[src/rtl/tri_assemble.sv]
// Groups projected vertices into triangles, computes area/winding/bbox,
// culls degenerate or back-facing ones and hands the rest to the rasterizer.
module tri_assemble #(
    parameter int SCREEN_W   = 320,
    parameter int SCREEN_H   = 240,
    parameter bit CULL_DEGEN = 1'b1,
    parameter bit CULL_BACK  = 1'b0
) (
    input  logic             clk_in,
    input  logic             rst_in,
    input  logic [2:0][8:0]  coor_in,
    input  logic             valid_in,
    input  logic             obj_done_in,
    output logic             ready_out,
    output logic [2:0][8:0]  tri_x_out,
    output logic [2:0][8:0]  tri_y_out,
    output logic [2:0][8:0]  tri_z_out,
    output logic [8:0]       bb_min_x_out,
    output logic [8:0]       bb_max_x_out,
    output logic [8:0]       bb_min_y_out,
    output logic [8:0]       bb_max_y_out,
    output logic signed [20:0] area_out,
    output logic             cw_out,
    output logic             valid_out,
    output logic             obj_done_out,
    input  logic             ready_in,
    output logic             drop_out
);

    typedef enum logic [2:0] {V0, V1, V2, CALC, AREA, OUT} state_t;

    localparam logic [8:0] LIM_X = 9'(SCREEN_W - 1);
    localparam logic [8:0] LIM_Y = 9'(SCREEN_H - 1);

    state_t              state_q;
    logic [2:0][8:0]     x_q, y_q, z_q;
    logic signed [9:0]   dx1_q, dy1_q, dx2_q, dy2_q;
    logic signed [9:0]   dx1_d, dy1_d, dx2_d, dy2_d;
    logic [8:0]          bminx_q, bmaxx_q, bminy_q, bmaxy_q;
    logic [8:0]          bminx_d, bmaxx_d, bminy_d, bmaxy_d;
    logic signed [20:0]  area_q, area_d;
    logic                cw_q, valid_q, done_q, drop_q;
    logic                done3_q, pending_q;
    logic                beat, cull, done_tri;

    function automatic logic [8:0] min3(input logic [8:0] a, b, c);
        logic [8:0] m;
        m = (a < b) ? a : b;
        return (c < m) ? c : m;
    endfunction

    function automatic logic [8:0] max3(input logic [8:0] a, b, c);
        logic [8:0] m;
        m = (a > b) ? a : b;
        return (c > m) ? c : m;
    endfunction

    function automatic logic [8:0] clamp(input logic [8:0] v, lim);
        return (v > lim) ? lim : v;
    endfunction

    always_comb begin
        dx1_d   = 10'(x_q[1]) - 10'(x_q[0]);
        dy1_d   = 10'(y_q[1]) - 10'(y_q[0]);
        dx2_d   = 10'(x_q[2]) - 10'(x_q[0]);
        dy2_d   = 10'(y_q[2]) - 10'(y_q[0]);
        bminx_d = clamp(min3(x_q[0], x_q[1], x_q[2]), LIM_X);
        bmaxx_d = clamp(max3(x_q[0], x_q[1], x_q[2]), LIM_X);
        bminy_d = clamp(min3(y_q[0], y_q[1], y_q[2]), LIM_Y);
        bmaxy_d = clamp(max3(y_q[0], y_q[1], y_q[2]), LIM_Y);
        // Sign-extend before multiplying so the full 21-bit result survives
        area_d  = 21'(dx1_q) * 21'(dy2_q) - 21'(dx2_q) * 21'(dy1_q);
        cull    = (CULL_DEGEN && (area_d == 21'sd0)) ||
                  (CULL_BACK && (area_d < 21'sd0));
        done_tri = done3_q | pending_q;
    end

    assign beat      = valid_in && ready_out;
    assign ready_out = (state_q == V0) || (state_q == V1) || (state_q == V2);

    always_ff @(posedge clk_in or negedge rst_in) begin
        if (!rst_in) begin
            state_q   <= V0;
            x_q       <= '0;
            y_q       <= '0;
            z_q       <= '0;
            dx1_q     <= '0;
            dy1_q     <= '0;
            dx2_q     <= '0;
            dy2_q     <= '0;
            bminx_q   <= '0;
            bmaxx_q   <= '0;
            bminy_q   <= '0;
            bmaxy_q   <= '0;
            area_q    <= '0;
            cw_q      <= 1'b0;
            valid_q   <= 1'b0;
            done_q    <= 1'b0;
            drop_q    <= 1'b0;
            done3_q   <= 1'b0;
            pending_q <= 1'b0;
        end else begin
            drop_q <= 1'b0;
            unique case (state_q)
                V0, V1: begin
                    if (beat) begin
                        x_q[state_q == V1] <= coor_in[2];
                        y_q[state_q == V1] <= coor_in[1];
                        z_q[state_q == V1] <= coor_in[0];
                        if (obj_done_in) begin
                            drop_q    <= 1'b1;
                            pending_q <= 1'b1;
                            state_q   <= V0;
                        end else begin
                            state_q <= (state_q == V0) ? V1 : V2;
                        end
                    end
                end
                V2: begin
                    if (beat) begin
                        x_q[2]  <= coor_in[2];
                        y_q[2]  <= coor_in[1];
                        z_q[2]  <= coor_in[0];
                        done3_q <= obj_done_in;
                        state_q <= CALC;
                    end
                end
                CALC: begin
                    dx1_q   <= dx1_d;
                    dy1_q   <= dy1_d;
                    dx2_q   <= dx2_d;
                    dy2_q   <= dy2_d;
                    bminx_q <= bminx_d;
                    bmaxx_q <= bmaxx_d;
                    bminy_q <= bminy_d;
                    bmaxy_q <= bmaxy_d;
                    state_q <= AREA;
                end
                AREA: begin
                    area_q <= area_d;
                    cw_q   <= area_d < 21'sd0;
                    if (cull) begin
                        // Object end rides on the next emitted triangle
                        pending_q <= done_tri;
                        state_q   <= V0;
                    end else begin
                        done_q  <= done_tri;
                        valid_q <= 1'b1;
                        state_q <= OUT;
                    end
                end
                OUT: begin
                    if (ready_in) begin
                        valid_q   <= 1'b0;
                        done_q    <= 1'b0;
                        pending_q <= 1'b0;
                        state_q   <= V0;
                    end
                end
                default: state_q <= V0;
            endcase
        end
    end

    assign tri_x_out    = x_q;
    assign tri_y_out    = y_q;
    assign tri_z_out    = z_q;
    assign bb_min_x_out = bminx_q;
    assign bb_max_x_out = bmaxx_q;
    assign bb_min_y_out = bminy_q;
    assign bb_max_y_out = bmaxy_q;
    assign area_out     = area_q;
    assign cw_out       = cw_q;
    assign valid_out    = valid_q;
    assign obj_done_out = done_q;
    assign drop_out     = drop_q;

endmodule
[config.mk]
export PLATFORM = sky130hd
export DESIGN_NAME = tri_assemble
export DESIGN_NICKNAME = d
export VERILOG_FILES = /design/src/rtl/tri_assemble.sv
export SDC_FILE = /design/constraint.sdc
export NUM_CORES = 1
export LEC_CHECK = 0
export ABC_CLOCK_PERIOD_IN_PS = 11800
export CORE_AREA = 2 2 182 166
export DETAILED_ROUTE_END_ITERATION = 8
export DIE_AREA = 0 0 184 168
export GPL_TIMING_DRIVEN = 0
export PLACE_DENSITY = 0.83
export REMOVE_ABC_BUFFERS = 1
export SLEW_MARGIN = 5
export SYNTH_ARGS = -nofsm -noshare
export SYNTH_HDL_FRONTEND = slang
export SYNTH_SLANG_ARGS = --single-unit
[constraint.sdc]
create_clock -name clk_in -period 11.8 [get_ports clk_in]
set_input_delay 2.36 -clock clk_in [delete_from_list [all_inputs] [get_ports clk_in]]
set_output_delay 2.36 -clock clk_in [all_outputs]
set_load 0.02 [all_outputs]
# Word-level counts from Yosys, hierarchy flattened
# Index checks and enable logic that the tools add are counted.
# W data, S select, Z words.
dict set report totals {
  register_bits 187
  output_inout_bits 143
  wordCells 120
  inputBits 32
}
dict set report op_classes {
  mux 45
  n_reduce_logical 16
  multipliers 2
  bitwise_logic 1
  magnitude_cmp 15
  n_eq_ne 11
  add_sub_neg 5
}
# cell n
set ops {}
lappend ops {{$mux W9} 16}
lappend ops {{$bwmux W27} 3}
lappend ops {{$mux W27} 3}
lappend ops {{$pmux W9 S2} 3}
lappend ops {{$mul A10 B10 Y20} 2}
lappend ops {{$sub A9 B9 Y10} 4}
lappend ops {{$gt A9 B9 Y1} 4}
lappend ops {{$lt A9 B9 Y1} 4}
lappend ops {{$logic_not A21 Y1} 1}
lappend ops {{$lt A21 B1 Y1 const B} 1}
lappend ops {{$sub A20 B20 Y21} 1}
lappend ops {{$gt A9 B8 Y1 const B} 2}
lappend ops {{$gt A9 B9 Y1 const B} 2}
lappend ops {{$pmux W3 S5} 1}
lappend ops {{$mux W3} 4}
lappend ops {{$ne A2 B2 Y1 const B} 6}
lappend ops {{$demux W9 S1} 1}
lappend ops {{$mux W1} 9}
lappend ops {{$reduce_and A3 Y1} 3}
lappend ops {{$eq A3 B2 Y1 const B} 2}
lappend ops {{$eq A3 B3 Y1 const B} 2}
lappend ops {{$reduce_and A5 Y1} 1}
lappend ops {{$mux W2} 2}
lappend ops {{$pmux W1 S2} 2}
lappend ops {{other kinds (12)} 16}

# Logic depth before layout (Yosys ltp)
dict set report logic_depth {
  depth_word 8
  depth_mapped 25
}

# Worst setup path before layout
# Ideal clock, no wire load.
dict set report synth_path {
  kind {reg-to-reg}
  from {register dy1_q[0]}
  to {register done_q, in the netlist obj_done_out}
  path_slack_ps 4839
  path_stages_with_launch 22
  setup_time_ps 79
  path_buffers 1
  t_arrival_ps 6881
  required_ps 11721
  cell_sequence {dfrtp_1 clkbuf_1 nand2_1 inv_1 fa_1 fa_1 fa_1 inv_1 fa_1 fa_1 fa_1 fa_1 ha_1 a2111oi_0 o21ai_1 a31oi_1 nor2_1 or4_1 o2111a_1 or3_1 o21bai_2 mux2i_1}
}
dict set report synth_between {
  elab_chain_len 5
}
# element line_no
set synth_lines {}
lappend synth_lines {{start: declaration} 37} ;# logic signed [9:0] dx1_q, dy1_q, dx2_q, dy2_q;
lappend synth_lines {{start signal: assignment} 130} ;# dy1_q <= dy1_d;
lappend synth_lines {{$mul A10 B10 Y20} 72} ;# area_d = 21'(dx1_q) * 21'(dy2_q) - 21'(dx2_q) * 21'(dy1_q);
lappend synth_lines {{$sub A20 B20 Y21} 72}
lappend synth_lines {{$logic_not A21 Y1} 73} ;# cull = (CULL_DEGEN && (area_d == 21'sd0)) ||
lappend synth_lines {{$ne A2 B2 Y1 (no source line)} -}
lappend synth_lines {{$reduce_and A3 Y1 (no source line)} -}
lappend synth_lines {{end signal: assignment} 147} ;# done_q <= done_tri;
lappend synth_lines {{end: declaration} 42} ;# logic cw_q, valid_q, done_q, drop_q;
# No other way between the ends.
# A chain may end at the register's enable or synchronous reset.

# Worst setup path after layout
dict set report layout_path {
  from {register dx2_q[9]}
  to {register state_q[0]}
}
dict set report layout_between {
  elab_chain_len 5
}
# element line_no
set layout_lines {}
lappend layout_lines {{start: declaration} 37}
lappend layout_lines {{start signal: assignment} 89} ;# dx2_q <= '0;
lappend layout_lines {{start signal: assignment} 131} ;# dx2_q <= dx2_d;
lappend layout_lines {{$mul A10 B10 Y20} 72}
lappend layout_lines {{$sub A20 B20 Y21} 72}
lappend layout_lines {{$logic_not A21 Y1} 73}
lappend layout_lines {{$mux W3} 142} ;# if (cull) begin
lappend layout_lines {{$pmux W3 S5} 104} ;# unique case (state_q)
lappend layout_lines {{end signal: assignment} 115} ;# state_q <= (state_q == V0) ? V1 : V2;
lappend layout_lines {{end: declaration} 35} ;# state_t state_q;
# No other way between the ends.

==> impl_metrics.env <==
export IMPL_run_status="finished, final reports clean"
export IMPL_chipHeight_um=168
export IMPL_synthFlopType="dfrtp_1"
export IMPL_crit_path_start_kind="flop"
export IMPL_area_delta_synth_final_pct=14.4
export IMPL_cts_resized=0
export IMPL_synthArstFlopShare_pct=100
export IMPL_slew_viol_final=0
export IMPL_hp_class="reg2reg"
export IMPL_layout_common_cells="273 x inv_1, 231 x fa_1, 219 x nand2_1"
export IMPL_min_to="area_out[16]"
export IMPL_synth_edff_count=0
export IMPL_start_util_pct=62.7
export IMPL_totalWireLength_um=44900
export IMPL_ys_warn_count=0
export IMPL_hold_depth=2
export IMPL_grt_pass1_wl_um=73600
export IMPL_path_clk_slew_ns=0.08
export IMPL_r2r_end="state_q[0]"
export IMPL_postSynthCellCount=1883
export IMPL_cts_path_max_buffers=2
export IMPL_grt_start_max_net_pins=121
export IMPL_nets=2413
export IMPL_cts_buffers=17
export IMPL_postCtsSetupBuffers=0
export IMPL_clock_skew_ns=0.0168
export IMPL_crit_fanout=11
export IMPL_ant_nets=0
export IMPL_cts_root_buffer="clkbuf_16"
export IMPL_arrival_ns=8.31
export IMPL_relSlewSlack_pct=8.96
export IMPL_design_core_area_um2=29300
export IMPL_min_delay_start="area_out[16]"
export IMPL_syn_cell_area_um2=18400
export IMPL_post_route_min_period_ns=8.01
export IMPL_clk_latency_ns=0.46
export IMPL_path_class="reg2reg"
export IMPL_num_rows=60
export IMPL_gp_congestion=0.914
export IMPL_ys_ff_latch=186
export IMPL_drt_initial_drc_count=870
export IMPL_portBuffers=174
export IMPL_diodes=0
export IMPL_fin_crit_sh_pct=67.9
export IMPL_dr_pass1_iters=5
export IMPL_cts_htree_levels=4
export IMPL_finalSetupViolations=0
export IMPL_ys_types=64
export IMPL_cts_sinks=186
export IMPL_cts_tree="done"
export IMPL_avgSynthCellArea_um2=9.75
export IMPL_grt_overflow=0
export IMPL_dp_hpwl_um=35000
export IMPL_layout_drive_gt1_share_pct=5.57
export IMPL_tightest_slew_ns=1.37
export IMPL_drc=0
export IMPL_grt_pass1_vias=14530
export IMPL_antenna_found_initial=0
export IMPL_grt_use_total_pct=30.1
export IMPL_fmax_mhz=125
export IMPL_vias_per_cell=5.80
export IMPL_post_drt_wl_per_cell_um=18.9
export IMPL_rsz0062_at_grt="no"
export IMPL_r2r_setup_slack_ns=3.79
export IMPL_cts_hold_buf=0
export IMPL_hold_viol=0
export IMPL_fin_setup_tns_ns=0
export IMPL_rr_worst_depth=20
export IMPL_seq_area_frac_synth_pct=25.4
export IMPL_maxCapViolCount=0
export IMPL_fp_dieArea_um2=30900
export IMPL_r2r_start="dx2_q[9]"
export IMPL_num_vias=13827
export IMPL_die_x_um=184
export IMPL_critPathRequiredTime_ns=12.11
export IMPL_pin_count=175
export IMPL_layout_cells_most_common="inv_1"
export IMPL_end_kind="flop"
[how the worst max path moves through the flow]
stage	from	depth (start not counted)	slack, ns	endpoint
6_report	dx2_q[9]	20	3.79	state_q[0]
4_1_cts	dx2_q[9]	20	3.82	state_q[0]
3_5_place_dp	dx2_q[9]	20	3.84	state_q[0]
5_1_grt	dx2_q[9]	20	3.45	state_q[0]
3_3_place_gp	rst_in	1	0.77	tri_x_out[24]
2_1_floorplan	dx2_q[9]	20	4.94	obj_done_out
[sequential cells by signal, indices dropped and copies added, names as in the netlist, 9 cells and up]
register	cells
bb_min_x_out	9
bb_max_y_out	9
tri_x_out	27
bb_min_y_out	9
dy2_q	10
tri_y_out	27
tri_z_out	27
dx1_q	10
bb_max_x_out	9
area_out	21
dx2_q	10
dy1_q	10
[routing by layer]
metal | up-vias | part of all wire (%) | track usage (%)
li1 | 6296 | - | -
met1 | 6912 | 43 | 40.5
met2 | 540 | 47 | 49.4
met3 | 79 | 8.0 | 7.14
met4 | 0 | 1.9 | 8.10
met5 | - | 0 | 0
[metrics by stage]
stage / utilization (%) / cell area (µm²) / cells / setup slack (ns) / hold WS [ns]
floorplan: - / 18000 / 1796 / 4.94 / 0.467
global placement: 69.1 / 20200 / 2342 / 0.769 / 0.459
detailed placement: 69.6 / 20400 / 2352 / 3.84 / 0.462
CTS: 71.7 / 21000 / 2384 / 3.82 / 0.488
global route: 71.7 / 21000 / 2384 / 3.45 / 0.503
finish: 71.7 / 21000 / 2384 / 3.79 / 0.480
[area by class of cell]
type / instances / area, µm²
clock buffer: 17 / 425
clock inverter: 15 / 176
fill: 2105 / 8280
inverter: 274 / 1030
multi-input combinational: 1336 / 12400
sequential: 186 / 4650
tap: 372 / 465
timing repair buffer: 184 / 1890
[critical path, cell delays in order, from the launching register on]
cell       delay [ns]
dfrtp_1          0.63
nand2_1          0.39
inv_1            0.32
fa_1             0.47
fa_1             0.48
fa_1             0.56
inv_1            0.07
fa_1             0.55
fa_1             0.43
fa_1             0.51
fa_1             0.41
ha_1             0.37
a2111oi_0        0.44
o21ai_1          0.20
a31oi_1          0.43
nor2_1           0.16
or4_1            0.42
o2111a_1         0.15
or3_1            0.32
o21bai_2         0.37
o311ai_1         0.18
[Yosys cell counts (4+ instances only)]
| cell type | instances | area share, % |
|---|---|---|
| nor3_1 | 15 | 0.41 |
| nor3b_1 | 4 | 0.16 |
| xor2_1 | 16 | 0.76 |
| dfrtp_1 | 186 | 25 |
| nand2b_1 | 17 | 0.58 |
| or3_1 | 4 | 0.14 |
| nor2b_1 | 35 | 1.2 |
| a2111oi_0 | 8 | 0.38 |
| o22a_1 | 11 | 0.52 |
| xnor2_1 | 33 | 1.6 |
| a211o_1 | 5 | 0.24 |
| mux2i_1 | 50 | 2.7 |
| ha_1 | 151 | 10 |
| a21o_1 | 18 | 0.74 |
| and3_1 | 6 | 0.20 |
| a21boi_1 | 4 | 0.16 |
| and2_1 | 107 | 3.6 |
| a22o_1 | 4 | 0.19 |
| fa_1 | 231 | 25 |
| clkbuf_1 | 80 | 1.6 |
| nand3_1 | 11 | 0.30 |
| nor2_1 | 73 | 1.5 |
| o21ai_0 | 89 | 2.4 |
| o21ai_1 | 29 | 0.79 |
| a21oi_1 | 57 | 1.6 |
| a211oi_1 | 5 | 0.20 |
| o31ai_1 | 12 | 0.49 |
| o21a_1 | 10 | 0.41 |
| nand2_1 | 220 | 4.5 |
| mux2_2 | 57 | 3.5 |
| inv_1 | 273 | 5.6 |
| nand4_1 | 15 | 0.51 |
[cells by family after synthesis]
| group | Yosys count | synth area share, % |
|---|---|---|
| and+or+nand+nor | 520 | 13.7 |
| DFF | 186 | 25.4 |
| muxes | 108 | 6.28 |
| xor gates and xnor gates | 49 | 2.34 |
| buffers and inverters | 361 | 7.49 |
| adders and majority gates | 382 | 35.5 |
| AOI/OAI and AO/OA | 277 | 9.35 |
Power is not shown: default switching activity piles up to over one toggle a cycle in this logic, so the estimate is an artifact.
